**src/rtl/cmd_matcher.sv**
```systemverilog
// Line-buffered command matcher: collects bytes up to a terminator, compares the line against four keywords, and answers with a pulse plus "<id|?>\r".
// Optional CMD_MATCH_NOCASE_EN folds upper-case input letters to lower case before buffering.
module cmd_matcher #(
  parameter int unsigned          MAX_LEN = 8,
  parameter logic [7:0]           TERM    = 8'h0D,
  parameter logic [MAX_LEN*8-1:0] KW0     = 64'h0000_0073_7461_7274, // "start"
  parameter logic [MAX_LEN*8-1:0] KW1     = 64'h0000_0000_7374_6F70, // "stop"
  parameter logic [MAX_LEN*8-1:0] KW2     = 64'h0000_0068_6974_737A, // "hitsz"
  parameter logic [MAX_LEN*8-1:0] KW3     = '0
) (
  input  logic       clk,
  input  logic       rst,
  input  logic       in_valid,
  input  logic [7:0] in_data,
  output logic       in_ready,
  output logic       tx_valid,
  output logic [7:0] tx_data,
  input  logic       tx_ready,
  output logic       cmd_hit,
  output logic       cmd_miss,
  output logic [1:0] cmd_id
);

  localparam int unsigned BW = MAX_LEN * 8;
  localparam int unsigned LW = $clog2(MAX_LEN + 1);

  localparam logic [1:0] S_RECV    = 2'd0;
  localparam logic [1:0] S_MATCH   = 2'd1;
  localparam logic [1:0] S_RESP_ID = 2'd2;
  localparam logic [1:0] S_RESP_CR = 2'd3;

  logic [1:0]    r_state;
  logic [BW-1:0] r_buf;
  logic [LW-1:0] r_len;
  logic          r_ovf;
  logic          r_in_ready;
  logic          r_tx_valid;
  logic [7:0]    r_tx_data;
  logic          r_cmd_hit;
  logic          r_cmd_miss;
  logic [1:0]    r_cmd_id;

  logic [1:0]    w_state_nxt;
  logic [BW-1:0] w_buf_nxt;
  logic [LW-1:0] w_len_nxt;
  logic          w_ovf_nxt;
  logic          w_in_ready_nxt;
  logic          w_tx_valid_nxt;
  logic [7:0]    w_tx_data_nxt;
  logic          w_cmd_hit_nxt;
  logic          w_cmd_miss_nxt;
  logic [1:0]    w_cmd_id_nxt;

  logic          w_accept;
  logic [7:0]    w_byte;
  logic [3:0]    w_hit;
  logic          w_any_hit;
  logic [1:0]    w_hit_id;

  assign w_accept = in_valid & r_in_ready;

`ifdef CMD_MATCH_NOCASE_EN
  assign w_byte = ((in_data >= 8'h41) && (in_data <= 8'h5A)) ? (in_data + 8'h20) : in_data;
`else
  assign w_byte = in_data;
`endif

  // Disabled (all-zero) keyword slots never match; an overflowed line never matches.
  assign w_hit[0] = (r_buf == KW0) & (KW0 != '0) & ~r_ovf;
  assign w_hit[1] = (r_buf == KW1) & (KW1 != '0) & ~r_ovf;
  assign w_hit[2] = (r_buf == KW2) & (KW2 != '0) & ~r_ovf;
  assign w_hit[3] = (r_buf == KW3) & (KW3 != '0) & ~r_ovf;
  assign w_any_hit = |w_hit;

  always_comb begin
    w_hit_id = 2'd3;
    if (w_hit[2]) w_hit_id = 2'd2;
    if (w_hit[1]) w_hit_id = 2'd1;
    if (w_hit[0]) w_hit_id = 2'd0;
  end

  // Next-state and next-output logic.
  always_comb begin
    w_state_nxt    = r_state;
    w_buf_nxt      = r_buf;
    w_len_nxt      = r_len;
    w_ovf_nxt      = r_ovf;
    w_in_ready_nxt = r_in_ready;
    w_tx_valid_nxt = r_tx_valid;
    w_tx_data_nxt  = r_tx_data;
    w_cmd_hit_nxt  = 1'b0;
    w_cmd_miss_nxt = 1'b0;
    w_cmd_id_nxt   = r_cmd_id;

    case (r_state)
      S_RECV: begin
        if (w_accept) begin
          if (in_data == TERM) begin
            if (r_len != '0) begin
              w_state_nxt    = S_MATCH;
              w_in_ready_nxt = 1'b0;
            end
          end else if ((in_data != 8'h00) && (in_data != 8'h0A)) begin
            if (r_len == LW'(MAX_LEN)) begin
              w_ovf_nxt = 1'b1;
            end else begin
              w_buf_nxt = {r_buf[BW-9:0], w_byte};
              w_len_nxt = LW'(r_len + 1'b1);
            end
          end
        end
      end
      S_MATCH: begin
        w_tx_valid_nxt = 1'b1;
        w_state_nxt    = S_RESP_ID;
        if (w_any_hit) begin
          w_cmd_hit_nxt = 1'b1;
          w_cmd_id_nxt  = w_hit_id;
          w_tx_data_nxt = {6'b001100, w_hit_id};
        end else begin
          w_cmd_miss_nxt = 1'b1;
          w_tx_data_nxt  = 8'h3F;
        end
      end
      S_RESP_ID: begin
        if (tx_ready) begin
          w_tx_data_nxt = 8'h0D;
          w_state_nxt   = S_RESP_CR;
        end
      end
      S_RESP_CR: begin
        if (tx_ready) begin
          w_tx_valid_nxt = 1'b0;
          w_in_ready_nxt = 1'b1;
          w_buf_nxt      = '0;
          w_len_nxt      = '0;
          w_ovf_nxt      = 1'b0;
          w_state_nxt    = S_RECV;
        end
      end
      default: begin
        w_state_nxt    = S_RECV;
        w_in_ready_nxt = 1'b1;
        w_tx_valid_nxt = 1'b0;
      end
    endcase
  end

  always_ff @(posedge clk) begin
    if (!rst) begin
      r_state    <= S_RECV;
      r_buf      <= '0;
      r_len      <= '0;
      r_ovf      <= 1'b0;
      r_in_ready <= 1'b1;
      r_tx_valid <= 1'b0;
      r_tx_data  <= 8'h00;
      r_cmd_hit  <= 1'b0;
      r_cmd_miss <= 1'b0;
      r_cmd_id   <= 2'd0;
    end else begin
      r_state    <= w_state_nxt;
      r_buf      <= w_buf_nxt;
      r_len      <= w_len_nxt;
      r_ovf      <= w_ovf_nxt;
      r_in_ready <= w_in_ready_nxt;
      r_tx_valid <= w_tx_valid_nxt;
      r_tx_data  <= w_tx_data_nxt;
      r_cmd_hit  <= w_cmd_hit_nxt;
      r_cmd_miss <= w_cmd_miss_nxt;
      r_cmd_id   <= w_cmd_id_nxt;
    end
  end

  assign in_ready = r_in_ready;
  assign tx_valid = r_tx_valid;
  assign tx_data  = r_tx_data;
  assign cmd_hit  = r_cmd_hit;
  assign cmd_miss = r_cmd_miss;
  assign cmd_id   = r_cmd_id;

endmodule

```
**config.mk**
```make
export PLATFORM = sky130hd
export DESIGN_NAME = cmd_matcher
export DESIGN_NICKNAME = d
export VERILOG_FILES = /design/src/rtl/cmd_matcher.sv
export SDC_FILE = /design/constraint.sdc
export NUM_CORES = 1
export LEC_CHECK = 0
export ABC_AREA = 1
export CAP_MARGIN = 10
export CORE_MARGIN = 2
export CORE_UTILIZATION = 40
export DETAILED_ROUTE_END_ITERATION = 7
export PLACE_DENSITY = 0.64
export SLEW_MARGIN = 30
export SYNTH_ARGS = -nofsm -noshare
export SYNTH_HDL_FRONTEND = slang
export SYNTH_SLANG_ARGS = --single-unit
```
**constraint.sdc**
```tcl
create_clock -name clk -period 3.4 [get_ports clk]
set_input_delay 0.85 -clock clk [delete_from_list [all_inputs] [get_ports clk]]
set_output_delay 0.85 -clock clk [all_outputs]
set_load 0.05 [all_outputs]
```
# --- Word-level counts from Yosys, hierarchy flattened ---
# Index checks and enable logic that the tools add are counted.
word_totals:
  regBits: 85
  input_bits: 12
  output_inout_bits: 14
  wordCells: 88
classes:
  add_sub_neg: 1
  eq_ne: 18
  n_mux: 38
  bitwise_logic: 5
  n_reduce_logical: 16
ops:
  columns: ["op", "n"]
  rows:
  - ["64-bit two-way mux", 5]
  - ["64-bit by 39-bit equality test with 1-bit output, second input constant", 2]
  - ["64-bit case mux with 2 select lines", 1]
  - ["64-bit by 31-bit equality test with 1-bit output, second input constant", 1]
  - ["4-bit two-way mux", 6]
  - ["2-bit != test, second input constant", 9]
  - ["8-bit case mux with 2 select lines", 1]
  - ["2-bit two-way mux", 7]
  - ["1-bit two-way mux", 12]
  - ["6-bit AND reduction", 2]
  - ["5-bit AND reduction", 2]
  - ["8-bit by 4-bit equality test with 1-bit output, second input constant", 1]
  - ["8-bit two-way mux", 1]
  - ["8-bit by 4-bit != test with 1-bit output, second input constant", 1]
  - ["2-bit case mux with 4 select lines", 1]
  - ["4-bit case mux with 2 select lines", 1]
  - ["2-bit AND reduction", 4]
  - ["8-bit nonzero test", 1]
  - ["1-bit case mux with 2 select lines", 3]
  - ["2-bit nonzero test", 3]
  - ["4-bit by 1-bit adder with 4-bit output, second input constant", 1]
  - ["1-bit AND", 4]
  - ["2-bit equality test, second input constant", 2]
  - ["4-bit equality test, second input constant", 1]
  - ["6 further kinds", 6]

# --- Depth between registers and ports, before layout ---
depth:
  depth_word: 7
  ltp_mapped: 12
  ltp_nobuf: 12

# --- Worst setup path after synthesis ---
# No wires, ideal clock.
synth_path:
  path_type: "input to register"
  startpoint: "input port in_data[1]"
  endpoint: "register r_buf[38]"
  arrival_ns: 1.906
  t_required_ns: 3.284
  setup_slack_ns: 1.378
  path_stages: 11
  n_path_buf: 1
  cell_sequence: "inv_1 > nand2_1 > nand2_1 > nor3_2 > nor2_1 > nand2_2 > nor2_8 > inv_4 > o21ai_4 > buf_6 > nor2_1"
synth_via:
  elab_chain_len: 4
  elab_cells_between_ends: 7
synth_lines:
  columns: ["element", "line", "source"]
  rows:
  - ["from (decl)", "14", "input logic [7:0] in_data,"]
  - ["8-bit by 4-bit != test with 1-bit output / 8-bit nonzero test (equally long branches)", "103", "end else if ((in_data != 8'h00) && (in_data != 8'h0A)) begin"]
  - ["1-bit logical AND", "103", null]
  - ["2-bit != test (no source line)", null, null]
  - ["6-bit AND reduction (no source line) *", null, null]
  - ["to (signal assigned)", "163", "r_buf <= w_buf_nxt;"]
  - ["to (decl)", "33", "logic [BW-1:0] r_buf;"]
# Mark *: on every way between the ends. The rest lies on a longest branch, timed or not.
# A chain may end at the register's enable or synchronous reset.

# --- Worst setup path in the final report ---
layout_path:
  startpoint: "input port in_data[5]"
  endpoint: "register r_buf[28]"
# Same word-level chain as after synthesis.

==> impl_metrics.yaml <==
floorplan:
  initial_core_util_pct: 40.65
  die_y_um: 103.0
  io_pins: 26
  die-width_um: 103.0
  die_area_mm2: 0.01060
  num_rows: 36
  core_area_mm2: 0.009639
place:
  place_congestion: 0.8655
  dp_worst_setup_slack_ns: 0.5816
  dp_hpwl_um: 6573
  io_buffers: 23
  dp.cells: 727
synthesis:
  synth.distinct_cells: 24
  async_reset_ff_share_pct: 0
  synth.cell_area_mm2: 0.003919
  ys_seq_area_share_pct: 41.38
  ys_ff_latch: 81
  synth_edf_count: 0
  yosysWarningCount: 0
  synth_cells: 592
  avgSynthCellArea_um2: 6.620
  synthFlopType: "dfxtp_1"
grt:
  track_usage_pct: 18.42
  grt_pass1_vias: 3300
  overflow: 0
  grt_max_degree: 91
  grt_first_pass_wirelength_um: 15310
  antenna_found_initial: 0
timing:
  max_freq_mhz: 406.2
  finClkSkew_ns: 0.01397
  fin_setup_tns_ns: 0
  post-route-period-util_pct: 72.41
  worst_slack_ns: 0.9381
  slew_headroom_pct: 49.66
  worst_slew_pin_slew_ns: 0.7543
  maxSlewViolCount: 0
  rsz0062_at_grt: "no"
  setup_violations: 0
  finalCriticalPeriod_ns: 2.462
  whs_ns: 0.4693
  hold_viol_final: 0
final_layout:
  nNetsFinal: 623
  n_antenna_cell: 0
  layout_commonest_cell: "nor2_1"
  instances_no_fill: 743
  final_cell_mix: "nor2_1 (132), nand2_1 (131), dfxtp_1 (81), inv_1 (61), o21ai_0 (53)"
  area_delta_synth_final_pct: 13.76
  drive_gt1_share_pct: 4.426
setup_path:
  cpLargestDelayFamily: "buffers and inverters"
  critPathMaxFanout: 29
  start_kind: "input pin"
  crit_path_end_kind: "flop"
  path_cells: "clkdlybuf4s50_1 -> inv_1 -> nand4_1 -> nor2_1 -> nand4_1 -> nand2_2 -> nor2_8 -> inv_4 -> buf_4 -> nand2_1 -> o21ai_0 -> nor2_1"
  cpPeakStageDelay_ns: 0.40
  ff2ff_setup_slack_ns: 0.99
  cp_data_arrival_time_ns: 2.70
  worstSetupPathType: "input pin to flop"
  slowest_stage: "clkdlybuf4s50_1"
  crit_required_ns: 3.64
  path_buf_inv: 4
pwr:
  p_per_area_mw_per_mm2: 1068
  total_power_mw: 4.762
  leakage_nw: 1.884
  ir_drop_mv: 0.7157
detailed_routing:
  viasPerCell: 4.861
  vias: 3612
  drt_first_pass_iters: 4
  wirelength_um: 8991
  drc_errors: 0
  postRouteAntennaNets: 0
  wl_per_cell_um: 12.10
  drtIter0Drc: 175
clock_network:
  clkSinkCount: 81
  cts_buffers: 9
  cts_buffer_depth: 2
  clk_pin_slew_worst_paths_ns: 0.08
  cts_setup_buffers: 0
  htree_levels: 3
  cts_tree: "built"
  cts_resized: 0
  root_buffer: "clkbuf_8"
  cts_hold_buffers: 0
  worstSkewPairLatency_ns: 0.36
flow_run:
  cap_violations: 0
run_status:
  outcome: "complete, no violations"
hold_path:
  hold_path.class: "flop to flop"
[cell families (layout without fill, tap and decap cells)]
group,Yosys count,in the layout,synth area share [%]
other,1,2,0.09569
xor gates and xnor gates,3,3,0.6706
DFF,81,81,41.38
adders and majority gates,6,6,1.916
and+or+nand+nor,330,330,34.87
buffers and inverters,90,107,10.34
AOI/OAI and AO/OA,81,81,10.73
[worst paths after layout]
check / startpoint / endpoint / cells after the start
setup / recovery: in_data[5] / r_buf[28] / 12
hold / removal: r_buf[59] / r_buf[59] / 2
setup reg to reg: r_state[0] / r_buf[28] / 10
hold reg to reg: r_buf[59] / r_buf[59] / 2
[report_power, final]
part	switching, mW	total, mW	internal (mW)	leakage, nW
Sequential	0.217	1.47	1.26	0.665
Combinational	1.63	2.44	0.806	1.10
Clock	0.359	0.851	0.492	0.117
[cell usage after synthesis, types with 2 or more instances]
| master | instances | area share (%) |
|---|---|---|
| buf_4 | 4 | 0.77 |
| dfxtp_1 | 81 | 41 |
| a21oi_1 | 26 | 3.3 |
| nand3b_1 | 3 | 0.57 |
| clkbuf_1 | 8 | 0.77 |
| nand2_1 | 131 | 13 |
| xor2_1 | 3 | 0.67 |
| buf_2 | 10 | 1.3 |
| nand4_1 | 11 | 1.8 |
| ha_1 | 6 | 1.9 |
| nand3_1 | 43 | 5.5 |
| nand2_2 | 2 | 0.32 |
| buf_6 | 5 | 1.4 |
| nor2_1 | 132 | 13 |
| o21ai_0 | 53 | 6.8 |
| inv_1 | 61 | 5.8 |
| nor3_1 | 6 | 0.77 |
[routing by layer]
metal	up-vias	share of wire (%)	track usage, %
met5	-	0	0
met1	1648	49	24.46
met2	66	46	30.02
met4	0	1.1	5.870
li1	1889	-	-
met3	9	4.6	3.864
[sequential cells by signal (all words and copies together) (netlist names)]
| register | count |
|---|---|
| in_ready | 1 |
| cmd_miss | 1 |
| r_state | 2 |
| tx_valid | 1 |
| r_buf | 64 |
| r_len | 4 |
| cmd_id | 2 |
| tx_data | 4 |
| r_ovf | 1 |
| cmd_hit | 1 |
[area by class of cell]
type	count	area, um2
Sequential cell	81	1622
Timing Repair Buffer	28	292.8
Fill cell	1064	5181
Multi-Input combinational cell	422	1896
Clock inverter	6	115.1
Inverter	63	239.0
Clock buffer	10	127.6
Tap cell	133	166.4
[per-stage QoR]
stage                     instance area (um2)  utilization [%]
after floorplan                          3923                -
after detailed placement                 4215            43.73
final                                    4458            46.25
after global placement                   4215            43.73
after global routing                     4458            46.25
after CTS                                4458            46.25
[worst reg2reg max path: cells and delay by family (launching register included)]
family	cells	cell delay, ns
compound gates	1	0.08
fa+ha+maj	1	0.27
buf+inv	3	1.04
flops	1	0.34
simple gates	5	0.57
Power figures use the tool's default switching activity.
